$ cat src/rtl/keystroke_sequencer.sv
// keystroke_sequencer: PS/2 scan-code decoder feeding a FIFO of ASCII letters.
// Optional macro TYPEMATIC_FILTER_EN suppresses auto-repeat of a held key.
// overflow is a registered pulse, high in the cycle after the dropped letter was strobed.
module keystroke_sequencer #(
  parameter int FIFO_DEPTH = 4
) (
  input  logic       clock,
  input  logic       reset_n,
  input  logic [7:0] scan_code,
  input  logic       scan_valid,
  output logic [7:0] map_code,
  input  logic [7:0] map_ascii,
  output logic [7:0] char_data,
  output logic       char_valid,
  input  logic       char_ready,
  output logic       overflow
);
  localparam int AW = (FIFO_DEPTH > 1) ? $clog2(FIFO_DEPTH) : 1;
  localparam logic [AW:0] FULL = (AW+1)'(FIFO_DEPTH);
  typedef enum logic [1:0] {IDLE, BREAK, EXT, EXT_BREAK} state_t;
  state_t state_q;
  logic [7:0] mem_q [FIFO_DEPTH];
  logic [AW-1:0] wptr_q, wptr_d, rptr_q, rptr_d;
  logic [AW:0] count_q, count_d;
  logic overflow_q, overflow_d;
  logic is_make, push_req, push, pop, full, empty;
`ifdef TYPEMATIC_FILTER_EN
  logic [7:0] held_q, held_d;
`endif
  assign map_code = scan_code;
  assign empty = count_q == '0;
  assign full = count_q == FULL;
  assign char_valid = !empty;
  assign char_data = empty ? 8'h00 : mem_q[rptr_q];
  assign overflow = overflow_q;
  // Classify the current byte and derive FIFO pointer/occupancy updates.
  always_comb begin
    is_make = scan_valid && state_q == IDLE && scan_code != 8'hF0 && scan_code != 8'hE0;
`ifdef TYPEMATIC_FILTER_EN
    push_req = is_make && map_ascii != 8'h00 && scan_code != held_q;
    held_d = push_req ? scan_code : (scan_valid && state_q == BREAK && scan_code == held_q) ? 8'h00 : held_q;
`else
    push_req = is_make && map_ascii != 8'h00;
`endif
    pop = !empty && char_ready;
    push = push_req && (!full || pop);
    overflow_d = push_req && full && !pop;
    wptr_d = push ? wptr_q + 1'b1 : wptr_q;
    rptr_d = pop ? rptr_q + 1'b1 : rptr_q;
    count_d = count_q + (AW+1)'(push) - (AW+1)'(pop);
  end
  // Prefix decoder; advances only on strobed bytes.
  always_ff @(posedge clock or negedge reset_n)
    if (!reset_n) state_q <= IDLE;
    else if (scan_valid)
      state_q <= (state_q == IDLE && scan_code == 8'hF0) ? BREAK :
                 (state_q == IDLE && scan_code == 8'hE0) ? EXT :
                 (state_q == EXT && scan_code == 8'hF0) ? EXT_BREAK : IDLE;
  // FIFO control registers and overflow pulse.
  always_ff @(posedge clock or negedge reset_n)
    if (!reset_n) begin
      wptr_q <= '0;
      rptr_q <= '0;
      count_q <= '0;
      overflow_q <= 1'b0;
    end else begin
      wptr_q <= wptr_d;
      rptr_q <= rptr_d;
      count_q <= count_d;
      overflow_q <= overflow_d;
    end
  // Letter storage; contents are only visible while occupancy is non-zero.
  always_ff @(posedge clock)
    if (push) mem_q[wptr_q] <= map_ascii;
`ifdef TYPEMATIC_FILTER_EN
  // Last accepted key, cleared when that key is released.
  always_ff @(posedge clock or negedge reset_n)
    if (!reset_n) held_q <= 8'h00;
    else held_q <= held_d;
`endif
endmodule

$ cat config.mk
export PLATFORM = sky130hd
export DESIGN_NAME = keystroke_sequencer
export DESIGN_NICKNAME = d
export VERILOG_FILES = /design/src/rtl/keystroke_sequencer.sv
export SDC_FILE = /design/constraint.sdc
export NUM_CORES = 1
export LEC_CHECK = 0
export CAP_MARGIN = 0
export CORE_AREA = 2 2 66 61
export DETAILED_ROUTE_END_ITERATION = 7
export DIE_AREA = 0 0 68 63
export HOLD_SLACK_MARGIN = 0.05
export PLACE_DENSITY = 0.86
export SLEW_MARGIN = 30
export SYNTH_ARGS = -nofsm -noshare
export SYNTH_HDL_FRONTEND = slang
export SYNTH_SLANG_ARGS = --single-unit
export TNS_END_PERCENT = 1
$ cat constraint.sdc
create_clock -name clock -period 7.3 [get_ports clock]
set_clock_uncertainty 0.05 [all_clocks]
set_input_delay 1.46 -clock clock [delete_from_list [all_inputs] [get_ports clock]]
set_output_delay 1.46 -clock clock [all_outputs]
set_load 0.01 [all_outputs]
# ---- After elaboration in Yosys (flattened, before gate mapping)
# Memory sizes are Yosys's and may differ from the RTL's.
# Index checks and enable logic that the tools add are counted.
dict set report op_classes {
  n_addsub 4
  eq_ne 6
  n_mux 6
  n_reduce_logical 18
}
# op n
set ops {}
lappend ops {{$eq 8x8->1 const B} 2}
lappend ops {{$ne 8x8->1 const B} 2}
lappend ops {{$logic_and 1x1->1} 11}
lappend ops {{$mux 8} 1}
lappend ops {{$reduce_bool 8->1} 1}
lappend ops {{$mux 2} 3}
lappend ops {{$add 2x1->2 const B} 2}
lappend ops {{$add 3x1->3} 1}
lappend ops {{$eq 3x3->1 const B} 1}
lappend ops {{$logic_not 1->1} 3}
lappend ops {{$logic_not 3->1} 1}
lappend ops {{$sub 3x1->3} 1}
lappend ops {{$eq 2x2->1 const B} 1}
lappend ops {{$logic_not 2->1} 1}
lappend ops {{$mux 1} 2}
lappend ops {{$logic_or 1x1->1} 1}
dict set report word_totals {
  reg_bits 10
  ram_bits 32
  input_bits 20
  out_inout_bits 18
  word_cells 40
  n_memories 1
}
# name depth width read_ports rd_clocked_by_memory_dff write_ports line_no
set memory_table {}
lappend memory_table {mem_q 4 8 1 0 1 22} ;# logic [7:0] mem_q [FIFO_DEPTH];

# ---- Longest topological paths before layout
# Gate-level depths: netlist of the first run.
dict set report logic_depth {
  depth_word 8
  ltp_mapped 12
  ltp_nobuf 11
}

# ---- Least setup slack after synthesis of the first run
# Ideal clock, no wire load.
dict set report synth_path {
  path_kind {input to register}
  startpoint {input port scan_code[1]}
  endpoint {register count_q[2]}
  setup_ns 0.123
  arrival_ns 3.518
  required_time_ns 7.127
  setup_slack_ns 3.610
  path_stages 12
  n_path_buf 1
  path_cell_list {or3_1 or2_2 and3_1 buf_6 inv_1 ha_1 inv_1 ha_1 inv_1 fa_1 xnor2_1 xnor2_1}
}
dict set report synth_between {
  elab_chain_len 7
  elab_cells_between_ends 8
  classes_between {add/sub (2); eq/ne (2); reduce/logical (4)}
}
# item line_no
set synth_rtl {}
lappend synth_rtl {{start: declaration} 9} ;# input logic [7:0] scan_code,
lappend synth_rtl {{$ne 8x8->1} 38} ;# is_make = scan_valid && state_q == IDLE && scan_code != 8'hF0 && scan_code != 8'hE0;
lappend synth_rtl {{$logic_and 1x1->1} 38}
lappend synth_rtl {{$logic_and 1x1->1 (*)} 38}
lappend synth_rtl {{$logic_and 1x1->1 (*)} 43} ;# push_req = is_make && map_ascii != 8'h00;
lappend synth_rtl {{$logic_and 1x1->1 (*)} 46} ;# push = push_req && (!full || pop);
lappend synth_rtl {{$add 3x1->3 (*)} 50} ;# count_d = count_q + (AW+1)'(push) - (AW+1)'(pop);
lappend synth_rtl {{$sub 3x1->3 (*)} 50}
lappend synth_rtl {{net count_d[2]} 24} ;# logic [AW:0] count_q, count_d;
lappend synth_rtl {{end signal: assignment} 69} ;# count_q <= count_d;
lappend synth_rtl {{end: declaration} 24}
# The timed path passes the listed nets; every way through them passes the cells marked *.
# A chain may end at the register's enable or synchronous reset.

# ---- Worst setup path after layout of the first run
dict set report layout_path {
  startpoint {input port scan_code[4]}
  endpoint {output port map_code[4]}
}
# item line_no
set layout_rtl {}
lappend layout_rtl {{end: declaration} 11} ;# output logic [7:0] map_code,
# No word-level cell between the ends.

==> impl_metrics.toml, run 1 <==
[synth]
yosys_most_used_dff = "edfxtp_1"
yosysUniqueCellTypes = 29
syn-num-nets = 144
seq_area_frac_synth_pct = 64.79
synth_fa_ha_area_share_pct = 5.087
mappedNetlistArea_sq_um = 1869
synth_xor_area_share_pct = 2.343
async_reset_ff_share_pct = 23.81
synthMuxAreaShare_pct = 10.44
synth_edf_count = 32
synth-simple-area-share_pct = 10.24
synth_area_leaders = "edfxtp_1, dfrtp_1, mux4_2"
avgSynthCellArea_sq_um = 15.98
yosysTopAreaCellShare_pct = 51.41
synthTopCellsByCount = "edfxtp_1, dfrtp_1, and2_1"
syn-instance-count = 117
synth.most_common_cell = "edfxtp_1"
ys_seq_elements = 42
synth_compound_gate_area_share_pct = 1.205
yosys.area.top_type = "edfxtp_1"
synth_top_family_by_area = "multiplexers"
ys_warn_count = 0

[outcome]
status = "finished, final reports clean"

[final_layout]
diodes = 0
n_fill_cell = 250
area_delta_synth_final_pct = 24.10
layoutNonFillerInstCount = 196
fin_nets = 176
stdcell_area_sq_um = 2320
final_util_pct = 63.98
drive_above_1_share_pct = 14.00

[global_routing]
antenna_found_initial = 0
globalRouteMet3Util_pct = 5.586
grt_max_degree = 13
grt_use_met2_pct = 30.22
grt_usage_pct = 17.21
grt_overflow = 0
use_met1_pct = 19.01
grt_pass1_vias = 1089
grt-busiest-layer = "met2"
grt_pass1_wl_microns = 5181

[min_path]
hp-class = "flip-flop to flip-flop"
holdPathStages = 1
min-delay-start = "count_q[2]$_DFF_PN0_"
hold_end = "count_q[2]$_DFF_PN0_"

[setup_path]
crit_required_ps = 5790
rr_startpoint = "count_q[1]$_DFF_PN0_"
critPathBufInv = 2
rr_endpoint = "count_q[2]$_DFF_PN0_"
cp.arrival_ps = 2510
worstSetupPathType = "input pin to primary output"
reg2reg_slack_ps = 4460
cp_cell_sequence = "clkdlybuf4s50_1 > clkdlybuf4s50_1"
crit_path_top_delay_cell = "clkdlybuf4s50_1"
startpoint = "scan_code[4]"
endpoint_kind = "primary output"
reg2reg_depth = 11
path_max_fanout = 3
cp_top_family = "buffers and inverters"
cp_common_cell = "clkdlybuf4s50_1"
slowest_delay_ps = 550
startpoint_type = "input pin"

[sta]
layout_setup_ws_ps = 3280
fmax_mhz = 248.8
tightest_slew_ps = 586.7
tns_ps = 0
slew-limit-headroom_pct = 60.89
drv_slew = 0
finalCritPeriodShare_pct = 55.06
rsz0062_at_grt = "no"
setup_viol = 0
fin_crit_ps = 4020
finalHoldViolCount = 0

[power_and_ir_drop]
p_leak_nw = 0.8465
p_per_area_nw_per_um2 = 359.3
vdd_drop_max_v = 0.0001562

[place]
post-dp-hpwl_microns = 2346
place_ws_ps = 3068
dp_cells = 188
gp_congestion = 0.7164
postPlaceCellArea_sq_um = 2213
portBuffers = 37

[route]
drcViolationCount = 0
dr.pass1.iters = 4
wl_per_cell_microns = 16.52
vias_per_cell = 5.321
wl_microns = 3237
vias = 1043
ant_nets = 0
drtIter0Drc = 49

[floorplan]
dieArea_sq_um = 4284
coreArea_sq_um = 3626
die_h_microns = 63
core.rowCount = 21
pin_count = 38
initial_core_util_pct = 51.55
die-width_microns = 68

[clock_network]
hold_buffers = 0
cts.sinks = 42
post-cts-setup-buffers = 0
tritoncts = "yes"
htree_levels = 2
numCtsBuffers = 5
cts-root-buf = "clkbuf_8"
worstSkewPairLatency_ps = 280
cts_resized = 0
cts_buffer_depth = 2
clk_pin_slew_ps = 70

[job]
maxCapViolCount = 0
layout by cell type, fill, tap and decap left out:
cell type,n
clkdlybuf4s50_1,37
edfxtp_1,32
inv_1,7
nor3_1,1
and3_1,2
o41ai_1,1
fa_1,1
mux2_4,1
or3_2,1
or4b_1,1
o31ai_1,1
nor4_1,2
o22ai_1,1
and2_1,9
ha_1,6
nand2b_1,1
nor2_1,2
xor2_1,1
mux4_2,8
clkbuf_1,2
nand2_1,6
or3_1,1
dfrtp_1,10
and2_2,4
xnor2_1,4
nand4b_1,1
or2_2,1
clkbuf_8,5
bufinv_16,1
registers in the layout, indices dropped and copies added, names as in the netlist:
| register | count |
|---|---|
| count_q | 3 |
| wptr_q | 2 |
| rptr_q | 2 |
| state_q | 2 |
| overflow | 1 |
| mem_q | 32 |
how the worst max path moves through the flow:
| stage | to | slack [ps] | cells past startpoint |
|---|---|---|---|
| after global placement | count_q[2]$_DFF_PN0_ | 3160 | 12 |
| after floorplan | count_q[2]$_DFF_PN0_ | 3610 | 12 |
| after detailed placement | count_q[2]$_DFF_PN0_ | 3070 | 12 |
| after global routing | map_code[4] | 3240 | 2 |
| final | map_code[4] | 3280 | 2 |
| after CTS | map_code[4] | 3280 | 2 |
where the power goes:
part	internal, W	switching (W)
logic	0.000179	0.000115
clock network	0.000102	0.0000717
registers	0.000317	0.0000480
worst reg2reg max path, cell delays in order, from the launching register on:
cell and delay [ps]:
dfrtp_1 440, or4b_1 600, and3_1 200, and3_1 260, inv_1 90, ha_1 220
inv_1 60, ha_1 130, inv_1 50, fa_1 380, xnor2_1 180, xnor2_1 130
cell type report:
class,instances,area (sq um),area share (%)
clock buffers,7,76.32,3.290
clock inverters,1,30.03,1.295
inverters,7,26.28,1.133
multi-input cells,56,548.0,23.62
flip-flops and latches,42,1211,52.21
well taps,46,57.56,2.481
repair buffers,37,370.4,15.97
stage by stage:
step,total power (W),hold slack [ps]
finish,0.0008336,464.2
global route,0.0008818,477.9
CTS,0.0008426,465.2
detailed placement,0.0006689,441.9
global placement,0.0006478,422.5
floorplan,0.0005426,401.9
per-layer routing:
layer | wire, microns | vias to the layer above
met5 | 0 | -
met4 | 57 | 0
met3 | 210 | 7
met2 | 1746 | 46
met1 | 1223 | 509
li1 | - | 481
cell families after synthesis:
group | after synthesis
xor gates and xnor gates | 5
buffers and inverters | 19
muxes | 9
AOI/OAI and AO/OA | 3
adders and majority gates | 7
and+or+nand+nor | 32
DFF | 42
(Power assumes the default switching activity.)
==> run 2, diff against run 1 <==
--- a/config.mk
+++ b/config.mk
@@ -6,11 +6,11 @@
 export NUM_CORES = 1
 export LEC_CHECK = 0
 export CAP_MARGIN = 0
-export CORE_AREA = 2 2 66 61
+export CORE_AREA = 2 2 71 67
 export DETAILED_ROUTE_END_ITERATION = 7
-export DIE_AREA = 0 0 68 63
+export DIE_AREA = 0 0 73 69
 export HOLD_SLACK_MARGIN = 0.05
-export PLACE_DENSITY = 0.86
+export PLACE_DENSITY = 0.77
 export SLEW_MARGIN = 30
 export SYNTH_ARGS = -nofsm -noshare
 export SYNTH_HDL_FRONTEND = slang
==> constraint.sdc (replaced) <==
create_clock -name clock -period 3.4 [get_ports clock]
set_clock_uncertainty 0.05 [all_clocks]
set_input_delay 0.68 -clock clock [delete_from_list [all_inputs] [get_ports clock]]
set_output_delay 0.68 -clock clock [all_outputs]
set_load 0.01 [all_outputs]
==> run 2 against run 1 <==
Net effect: routed wire length is 3.7% lower; sequential cell count is the same; design area up 0.27%; worst hold slack worse by 29 ps; clock power rose by 98%; critical path type is now input pin to flip-flop; critical endpoint is now count_q[2]$_DFF_PN0_; largest cell class unchanged; largest power group unchanged.
==> impl_metrics.toml, run 2 (synthesized netlist as in run 1, its figures left out) <==
[sta]
drv_slew = 0
setup_viol = 0
finalCritPeriodShare_pct = 87.76
tns_ps = 0
slew-limit-headroom_pct = 62.16
rsz0062_at_grt = "no"
layout_setup_ws_ps = 416.1
finalHoldViolCount = 0
fin_crit_ps = 2984
fmax_mhz = 335.1
tightest_slew_ps = 567.7
holdWs_ps = 434.9

[global_routing]
grt_overflow = 0
grt_pass1_vias = 1103
grt_usage_pct = 13.96
grt_pass1_wl_microns = 5154
grt_max_degree = 13
antenna_found_initial = 0

[setup_path]
worstSetupPathType = "input pin to flip-flop"
rr_endpoint = "count_q[2]$_DFF_PN0_"
cp_cell_sequence = "clkdlybuf4s50_1 > or3_1 > or2_2 > and3_1 > inv_1 > ha_1 > inv_1 > ha_1 > inv_1 > fa_1 > xnor2_1 > xnor2_1"
rr_startpoint = "count_q[1]$_DFF_PN0_"
slowest_delay_ps = 410
startpoint_type = "input pin"
endpoint_kind = "flip-flop"
crit_path_top_delay_cell = "clkdlybuf4s50_1"
reg2reg_depth = 11
cp_common_cell = "inv_1"
reg2reg_slack_ps = 730
crit_required_ps = 3580
cp.arrival_ps = 3160
path_max_fanout = 3

[place]
postPlaceCellArea_sq_um = 2226
portBuffers = 37
gp_congestion = 0.6781
place_ws_ps = 72.72
post-dp-hpwl_microns = 2259

[final_layout]
final_cell_mix = "clkdlybuf4s50_1, edfxtp_1, dfrtp_1, and2_1, mux4_2"
seq_area_sq_um = 1211
layout_commonest_cell = "clkdlybuf4s50_1"
n_fill_cell = 345
fin_nets = 177
drive_above_1_share_pct = 15.23
stdcell_area_sq_um = 2326
largest_reg_flops = 32
area_delta_synth_final_pct = 24.43
largestRegisters = "mem_q: 32 flops, count_q: 3 flops"
diodes = 0
multiInputGateArea_sq_um = 548.0
top_register = "mem_q"

[min_path]
hold_end = "count_q[2]$_DFF_PN0_"
min-delay-start = "count_q[2]$_DFF_PN0_"
hp-class = "flip-flop to flip-flop"
holdPathStages = 1

[clock_network]
numCtsBuffers = 5
worstSkewPairLatency_ps = 300
cts.sinks = 42
htree_levels = 2
clk_pin_slew_ps = 80
hold_buffers = 0
cts-root-buf = "clkbuf_8"
cts_resized = 0
post-cts-setup-buffers = 0
cts_buffer_depth = 2
tritoncts = "yes"

[power_and_ir_drop]
p_per_area_nw_per_um2 = 753.4
vdd_drop_max_v = 0.0002422
p_leak_nw = 0.8508

[route]
wl_per_cell_microns = 15.50
wl_microns = 3116
drtIter0Drc = 50
vias = 1027
dr.pass1.iters = 2
ant_nets = 0
drcViolationCount = 0
vias_per_cell = 5.109

[floorplan]
pin_count = 38
core.rowCount = 23
dieArea_sq_um = 5037
coreArea_sq_um = 4288
initial_core_util_pct = 43.59
die_h_microns = 69
die-width_microns = 73

[job]
maxCapViolCount = 0

[outcome]
status = "finished, final reports clean"
-- run 2: stage by stage --
| stage | std cells | total power (W) | util [%] |
|---|---|---|---|
| floorplan | 117 | 0.001165 | - |
| global placement | 193 | 0.001397 | 51.91 |
| detailed placement | 193 | 0.001436 | 51.91 |
| CTS | 201 | 0.001777 | 54.25 |
| global route | 201 | 0.001861 | 54.25 |
| finish | 201 | 0.001752 | 54.25 |
-- run 2: power by group --
group	switching (W)	internal, W
Sequential	0.0000991	0.000682
Clock	0.000162	0.000182
Combinational	0.000240	0.000387
Total	0.000502	0.00125
-- run 2: worst max-delay path by stage --
stage | from | endpoint | slack (ps) | cells past startpoint
global placement | char_ready | count_q[2]$_DFF_PN0_ | 150 | 12
finish | scan_code[1] | count_q[2]$_DFF_PN0_ | 420 | 12
floorplan | scan_code[1] | count_q[2]$_DFF_PN0_ | 490 | 12
detailed placement | scan_code[1] | count_q[2]$_DFF_PN0_ | 70 | 12
CTS | rptr_q[0]$_DFFE_PN0N_ | char_data[3] | 390 | 3
global route | scan_code[1] | count_q[2]$_DFF_PN0_ | 210 | 12
-- run 2: critical path: cells and delay by family --
| family | cells | cell delay (ps) |
|---|---|---|
| fa+ha+maj | 3 | 720 |
| xor+xnor | 2 | 320 |
| simple gates | 3 | 880 |
| buf+inv | 4 | 580 |
-- run 2: routing by layer --
metal / share of wire [%] / GRT usage (%) / vias to the layer above / wire length (microns)
met5: 0 / 0 / - / 0
met4: 1.7 / 5.556 / 0 / 52
met3: 6.5 / 5.556 / 7 / 203
met2: 49 / 21.62 / 39 / 1540
met1: 42 / 17.32 / 499 / 1320
li1: - / - / 482 / -
-- run 2: cell type report --
| type | instances | share of cell area (%) |
|---|---|---|
| multi-input combinational | 56 | 23.56 |
| clock buffer | 7 | 4.142 |
| tap | 50 | 2.690 |
| clock inverter | 1 | 0.1614 |
| sequential | 42 | 52.07 |
| timing repair buffer | 38 | 16.25 |
| inverter | 7 | 1.130 |
